[config.mk]
export PLATFORM = sky130hd
export DESIGN_NAME = range_tracker_flat
export DESIGN_NICKNAME = d
export VERILOG_FILES = /design/src/rtl/range_tracker_if.sv /design/src/rtl/range_tracker.sv /design/src/flat_wrapper.sv
export SDC_FILE = /design/constraint.sdc
export NUM_CORES = 1
export LEC_CHECK = 0
export ABC_CLOCK_PERIOD_IN_PS = 4500
export CORE_MARGIN = 4
export CORE_UTILIZATION = 45
export CTS_CLUSTER_SIZE = 24
export DETAILED_ROUTE_END_ITERATION = 6
export PLACE_DENSITY = 0.73
export RECOVER_POWER = 50
export SETUP_SLACK_MARGIN = 0.2
export SLEW_MARGIN = 20
export SYNTH_ARGS = -nofsm -noshare
export SYNTH_HDL_FRONTEND = slang
export SYNTH_SLANG_ARGS = --single-unit
[constraint.sdc]
create_clock -name clk -period 4.5 [get_ports clk]
set_clock_uncertainty 0.05 [all_clocks]
set_input_delay 1.125 -clock clk [delete_from_list [all_inputs] [get_ports clk]]
set_output_delay 1.125 -clock clk [all_outputs]
set_load 0.1 [all_outputs]
[src/rtl/range_tracker_if.sv]
// Sample/control bus for range_tracker: the stream source drives the master side
// and the tracker presents results and status on the slave side.
interface range_tracker_if #(
  parameter int WIDTH     = 8,
  parameter int CNT_WIDTH = 8
);
  logic [WIDTH-1:0]     data_in;
  logic                 valid;
  logic                 go;
  logic                 finish;
  logic [1:0]           mode;
  logic [WIDTH-1:0]     result;
  logic [CNT_WIDTH-1:0] count;
  logic                 busy;
  logic                 done;
  logic                 error;
  logic                 cnt_sat;

  modport master (
    output data_in, valid, go, finish, mode,
    input  result, count, busy, done, error, cnt_sat
  );

  modport slave (
    input  data_in, valid, go, finish, mode,
    output result, count, busy, done, error, cnt_sat
  );
endinterface

[src/rtl/range_tracker.sv]
// Tracks min, max, range and sample count over a framed stream of unsigned samples,
// with go/finish framing, a saturating counter and a sticky protocol-error state.
module range_tracker #(
  parameter int WIDTH     = 8,
  parameter int CNT_WIDTH = 8
) (
  input logic           clk,
  input logic           rst_n,
  range_tracker_if.slave bus
);

  typedef enum logic [1:0] {
    IDLE = 2'd0,
    RUN  = 2'd1,
    ERR  = 2'd2
  } state_t;

  state_t               r_state;
  state_t               w_state_next;
  logic [WIDTH-1:0]     r_min;
  logic [WIDTH-1:0]     r_max;
  logic [CNT_WIDTH-1:0] r_cnt;
  logic                 r_sat;
  logic                 r_done;

  logic                 w_start;
  logic                 w_accept;
  logic                 w_done_next;
  logic [WIDTH-1:0]     w_range;
  logic [WIDTH-1:0]     w_count_ext;
  logic [WIDTH-1:0]     w_result;

  always_ff @(posedge clk) begin
    if (!rst_n) begin
      r_state <= IDLE;
    end else begin
      r_state <= w_state_next;
    end
  end

  always_comb begin
    w_state_next = r_state;
    w_start      = 1'b0;
    w_accept     = 1'b0;
    w_done_next  = 1'b0;
    case (r_state)
      IDLE, ERR: begin
        if (bus.go && !bus.finish) begin
          w_state_next = RUN;
          w_start      = 1'b1;
        end else if (bus.finish) begin
          w_state_next = ERR;
        end
      end
      RUN: begin
        // A go inside a run is a restart violation and discards its sample.
        if (bus.go) begin
          w_state_next = ERR;
        end else begin
          w_accept = bus.valid;
          if (bus.finish) begin
            w_state_next = IDLE;
            w_done_next  = 1'b1;
          end
        end
      end
      default: w_state_next = IDLE;
    endcase
  end

  always_ff @(posedge clk) begin
    if (!rst_n) begin
      r_min  <= '0;
      r_max  <= '0;
      r_cnt  <= '0;
      r_sat  <= 1'b0;
      r_done <= 1'b0;
    end else begin
      r_done <= w_done_next;
      if (w_start) begin
        r_min <= bus.data_in;
        r_max <= bus.data_in;
        r_cnt <= {{(CNT_WIDTH-1){1'b0}}, 1'b1};
        r_sat <= 1'b0;
      end else if (w_state_next == ERR) begin
        r_min <= '0;
        r_max <= '0;
        r_cnt <= '0;
      end else if (w_accept) begin
        if (bus.data_in < r_min) r_min <= bus.data_in;
        if (bus.data_in > r_max) r_max <= bus.data_in;
        if (&r_cnt) begin
          r_sat <= 1'b1;
        end else begin
          r_cnt <= r_cnt + 1'b1;
        end
      end
    end
  end

  assign w_range = r_max - r_min;

  generate
    if (CNT_WIDTH < WIDTH) begin : g_cnt_ext
      assign w_count_ext = {{(WIDTH-CNT_WIDTH){1'b0}}, r_cnt};
    end else begin : g_cnt_trunc
      assign w_count_ext = r_cnt[WIDTH-1:0];
    end
  endgenerate

  always_comb begin
    w_result = w_range;
    case (bus.mode)
      2'd0:    w_result = w_range;
      2'd1:    w_result = r_min;
      2'd2:    w_result = r_max;
      default: w_result = w_count_ext;
    endcase
  end

  assign bus.result  = w_result;
  assign bus.count   = r_cnt;
  assign bus.busy    = (r_state == RUN);
  assign bus.done    = r_done;
  assign bus.error   = (r_state == ERR);
  assign bus.cnt_sat = r_sat;

endmodule

[src/flat_wrapper.sv]
// flat-port wrapper written by rule: the top's interface ports become plain ports
module range_tracker_flat 
#(
  parameter int WIDTH     = 8,
  parameter int CNT_WIDTH = 8
)
  (clk, rst_n, bus_data_in, bus_valid, bus_go, bus_finish, bus_mode, bus_result, bus_count, bus_busy, bus_done, bus_error, bus_cnt_sat);
  range_tracker_if #(.WIDTH(WIDTH), .CNT_WIDTH(CNT_WIDTH)) bus_i ();
  input logic clk;
  input logic rst_n;
  input wire logic [$bits(bus_i.data_in)-1:0] bus_data_in;
  input wire logic [$bits(bus_i.valid)-1:0] bus_valid;
  input wire logic [$bits(bus_i.go)-1:0] bus_go;
  input wire logic [$bits(bus_i.finish)-1:0] bus_finish;
  input wire logic [$bits(bus_i.mode)-1:0] bus_mode;
  output wire logic [$bits(bus_i.result)-1:0] bus_result;
  output wire logic [$bits(bus_i.count)-1:0] bus_count;
  output wire logic [$bits(bus_i.busy)-1:0] bus_busy;
  output wire logic [$bits(bus_i.done)-1:0] bus_done;
  output wire logic [$bits(bus_i.error)-1:0] bus_error;
  output wire logic [$bits(bus_i.cnt_sat)-1:0] bus_cnt_sat;
  assign bus_i.data_in = bus_data_in;
  assign bus_i.valid = bus_valid;
  assign bus_i.go = bus_go;
  assign bus_i.finish = bus_finish;
  assign bus_i.mode = bus_mode;
  assign bus_result = bus_i.result;
  assign bus_count = bus_i.count;
  assign bus_busy = bus_i.busy;
  assign bus_done = bus_i.done;
  assign bus_error = bus_i.error;
  assign bus_cnt_sat = bus_i.cnt_sat;
  range_tracker #(.WIDTH(WIDTH), .CNT_WIDTH(CNT_WIDTH)) u_core (.clk(clk), .rst_n(rst_n), .bus(bus_i));
endmodule
# [Word-level counts from Yosys, hierarchy flattened]
# Cells that the tools add are included.
[classes] order_cmp=2 n_eq_ne=6 addsub=2 n_reduce_logical=17 n_bitwise=4 mux=23
[op_table] op="2-to-1 mux 8 bit" count=8
[op_table] op="one-hot mux 8 bit (3 select lines)" count=1
[op_table] op="AND reduction 10 bit" count=1
[op_table] op="2-to-1 mux 1 bit" count=9
[op_table] op="nonzero test 3 bit" count=3
[op_table] op="adder 8 x 1 -> 8 bit (second input constant)" count=1
[op_table] op="greater-than comparator 8 bit" count=1
[op_table] op="< comparator 8 bit" count=1
[op_table] op="2-to-1 mux 2 bit" count=4
[op_table] op="AND reduction 2 bit" count=4
[op_table] op="AND reduction 8 bit" count=1
[op_table] op="subtractor 8 bit" count=1
[op_table] op="equality test 2 bit (second input constant)" count=3
[op_table] op="OR reduction 3 bit" count=2
[op_table] op="equality test 2 x 1 -> 1 bit (second input constant)" count=2
[op_table] op="zero test 2 bit" count=2
[op_table] op="inverter 1 bit" count=4
[op_table] op="one-hot mux 2 bit (2 select lines)" count=1
[op_table] op="OR reduction 2 bit" count=2
[op_table] op="inequality test 3 x 1 -> 1 bit (second input constant)" count=1
[op_table] op="logical AND 1 bit" count=1
[op_table] op="zero test 1 bit" count=1
[totals] in_bits=15 elab_cells=61 reg_bits=28 output_inout_bits=20

# [Longest topological paths before layout]
[depth] word_depth=7 depth_mapped=9 depth_no_buf=9

# [Worst setup path before layout]
# OpenSTA, ideal clock, no wires.
[synth_path] path_kind="input to output" startpoint="input bus_mode[0]" endpoint="output bus_result[7]" path_stages=4 n_path_buf=1 slack_ps=653 t_required_ps=3325 arrival_ps=2672 path_cell_list="clkbuf_1 > nor3_1 > a211o_1 > or3b_1"
[synth_between] elab_chain_len=2 elab_cells_between_ends=4 cone_classes="2 x eq/ne; 1 x mux; 1 x reduce/logical"
[synth_lines] item="start, declared" line="flat_wrapper.sv:15" rtl="input wire logic [$bits(bus_i.mode)-1:0] bus_mode;"
[synth_lines] item="equality test 2 bit, or another cell as far along" line="range_tracker.sv:113" rtl="case (bus.mode)"
[synth_lines] item="one-hot mux 8 bit (3 select lines) *" line="range_tracker.sv:113"
[synth_lines] item="end, declared" line="flat_wrapper.sv:16" rtl="output wire logic [$bits(bus_i.result)-1:0] bus_result;"
# Every way passes the cells marked *; elsewhere a longest branch is shown, timed or not.

# [Final worst setup path]
# Same ends and word-level chain as after synthesis.

==> run_results.csv <==
group,metric,value,unit
floorplanning,core,4820,sq um
synth,synth_area_per_cell,8.42,sq um
min_path,holdCritStartpoint,"u_core.r_min[5]",
layout,layout-drive-gt1-share,7.87,%
synth,synthXorXnorAreaFrac,4.61,%
detailed_routing,via_count,2088,
setup_path,worstPathCellList,"clkdlybuf4s50_1 > buf_4 > nor3_1 > a211o_1 > or3b_1 > buf_12",
power,p_leak,1.11,nW
setup_path,worst-r2r-cell-count,6,
synth,synth_area_leaders,"dfxtp_1 25%, ha_1 13%, mux4_2 6.9%",
placement,io_buffer_count,34,
placement,hpwl,4330,microns
clock_tree,h-tree-depth,1,
floorplanning,ios,35,
clock_tree,clock_path_buffers,2,
synth,synth_top_area_cell,"dfxtp_1",
synth,synth_flop_cell,"dfxtp_1",
global_route,antenna_found_initial,0,
synth,synth-edff-count,0,
setup_path,cp-end-kind,"output port",
setup_path,cp_top_family,"buffers and inverters",
detailed_routing,first_iter_violations,124,
clock_tree,cts_root_buffer,"clkbuf_8",
placement,gp_congestion,0.854,
sta,fin_crit,3.95,ns
detailed_routing,drt-pass1-iter-count,4,
detailed_routing,viasPerCell,5.61,
power,irDropWorstVdd,137,uV
sta,fin_hold_ws,0.431,ns
setup_path,cp_max_fo,9,
sta,max_freq,253,MHz
setup_path,crit_type,"primary input to output port",
power,total_power,0.812,mW
min_path,hold_end,"u_core.r_min[5]",
sta,final_max_slew_viol_count,0,
clock_tree,post-cts-setup-buffers,0,
setup_path,worstPathArrival,2.78,ns
global_route,first_global_vias,1950,
synth,synth_cell_types,40,
sta,setup_viol,0,
sta,worst_pin_slew,1.23,ns
detailed_routing,drt_wl_total,5450,microns
run,drv_cap,0,
detailed_routing,ant_nets,0,
clock_tree,cts_buffers,3,
setup_path,cp_num_buf_inv,3,
detailed_routing,drc,0,
global_route,grt_first_pass_wirelength,9090,microns
layout,mostFrequentLayoutCells,"37 x nand2_1, 28 x dfxtp_1, 25 x nor2_1",
setup_path,reg2reg_to,"u_core.r_max[4]",
synth,ys_ff_latch,28,
clock_tree,clkTransAtPathRegs,0.10,ns
setup_path,r2r_slack,1.83,ns
synth,synthDominantCellAreaShare,24.6,%
layout,utilization,58.3,%
global_route,gr-usage-all-layers,17.9,%
min_path,whs_path_depth,2,
power,powerDensity,289,nW/um^2
sta,fin_setup_tns,0,ns
run_status,status,"complete, no violations",
synth,synth-simple-area-share,22.8,%
synth,ys_async_sr_fraction,0,%
min_path,hp-class,"flip-flop to flip-flop",
clock_tree,cts_resized,0,
global_route,grt_max_degree,23,
clock_tree,ctsHoldBuffers,0,
synth,muxShareOfSynthArea,11.3,%
setup_path,cp-start-kind,"primary input",
clock_tree,clock_latency,0.27,ns
floorplanning,die_w,79.2,microns
synth,synth_compound_area_share,17.3,%
layout,antenna_cells,0,
setup_path,required,3.32,ns
floorplanning,num_rows,25,
synth,synth_fa_ha_area_share,13.5,%
setup_path,r2r-start,"u_core.r_state[1]",
floorplanning,dieArea,6270,sq um
synth,syn_nets,310,
setup_path,critPathSlowestCell,"clkdlybuf4s50_1",
floorplanning,fp.dieH,79.2,microns
synth,synth.cell_area,2280,sq um
synth,seq_area_frac_synth,24.6,%
placement,pre_cts_slack,0.537,ns
global_route,grt_overflow,0,
synth,synthCells,271,
sta,final_hold_viol_count,0,
layout,layout_commonest_cell,"nand2_1",
setup_path,max_stage_delay,0.49,ns
synth,synth_top_family_by_area,"simple AND/OR/NAND/NOR gates",
floorplanning,initial_core_util,47.4,%
sta,fin_ws,0.548,ns
sta,period_share,87.8,%
synth,ys_warn_count,0,
detailed_routing,wire_per_inst,14.7,microns
sta,slew_headroom,17.9,%
layout,fillers,449,
layout,synthToLayoutAreaGrowth,23.0,%
layout,nets,345,
clock_tree,clock-sinks,28,
clock_tree,cts_tree,"yes",
sta,rsz0062_at_grt,"no",
[flip-flops by register name, indices dropped and copies added, names as in the netlist]
register and cells:
u_core.bus.count 8, u_core.bus.done 1, u_core.r_state 2, u_core.bus.cnt_sat 1
u_core.r_max 8, u_core.r_min 8
[power breakdown]
group / internal, mW / leakage, nW / switching, mW
logic: 0.135 / 0.845 / 0.203
clock network: 0.119 / 0.0357 / 0.0815
registers: 0.259 / 0.228 / 0.0139
[tightest hold or removal path, delay by kind of cell (launching register included)]
| kind | cells | cell delay [ns] |
|---|---|---|
| muxes | 1 | 0.05 |
| DFF | 1 | 0.34 |
| and+or+nand+nor | 1 | 0.06 |
[cell usage after synthesis (2+ instances only)]
cell / number
nand2_1: 37
dfxtp_1: 28
nor2_1: 25
ha_1: 23
inv_1: 22
nand3_1: 19
a21oi_1: 11
mux2i_1: 10
a32oi_1: 8
o2111ai_1: 8
mux4_2: 7
o21a_1: 6
xnor2_1: 6
xor2_1: 6
clkbuf_1: 5
nand4_1: 5
nor3_1: 5
a21o_1: 4
a211oi_1: 3
buf_6: 3
nor2b_1: 3
o21ai_0: 3
o21ai_1: 3
and3_1: 2
nor3b_1: 2
o211ai_1: 2
or3_1: 2
[routing by layer]
layer | vias to the layer above | track usage (%) | part of all wire (%)
met3 | 4 | 1.93 | 4.3
li1 | 1057 | - | -
met1 | 974 | 23.7 | 48
met2 | 53 | 31.2 | 48
met4 | 0 | 4.12 | 0.59
met5 | - | 0 | 0
[logic make-up (layout without fill, tap and decap cells)]
logic type | after synthesis | in the layout
simple gates | 107 | 107
fa+ha+maj | 24 | 24
mux | 17 | 17
flops | 28 | 28
compound gates | 53 | 53
buf+inv | 30 | 64
xor+xnor | 12 | 12
[through the flow]
step / cell area (sq um) / cells
after floorplan: 2280 / 271
after global placement: 2760 / 368
after detailed placement: 2760 / 368
after CTS: 2830 / 372
after global routing: 2810 / 372
final: 2810 / 372
[worst max path at each step]
stage	start	endpoint	cells after the start
floorplan	bus_mode[0]	bus_result[7]	4
global placement	bus_mode[0]	bus_result[7]	6
detailed placement	bus_mode[0]	bus_result[7]	6
CTS	bus_mode[0]	bus_result[7]	6
global route	bus_mode[0]	bus_result[7]	6
finish	bus_mode[0]	bus_result[7]	6
[final cells by class]
type / count / area [sq um] / share of cell area [%]
Clock buffer: 3 / 41.3 / 1.47
Clock inverter: 1 / 30.0 / 1.07
Inverter: 22 / 82.6 / 2.94
Multi-Input combinational cell: 213 / 1560 / 55.6
Sequential cell: 28 / 561 / 20.0
Tap cell: 67 / 83.8 / 2.99
Timing Repair Buffer: 38 / 447 / 15.9
Note: power is estimated with default switching activity, not from simulation.
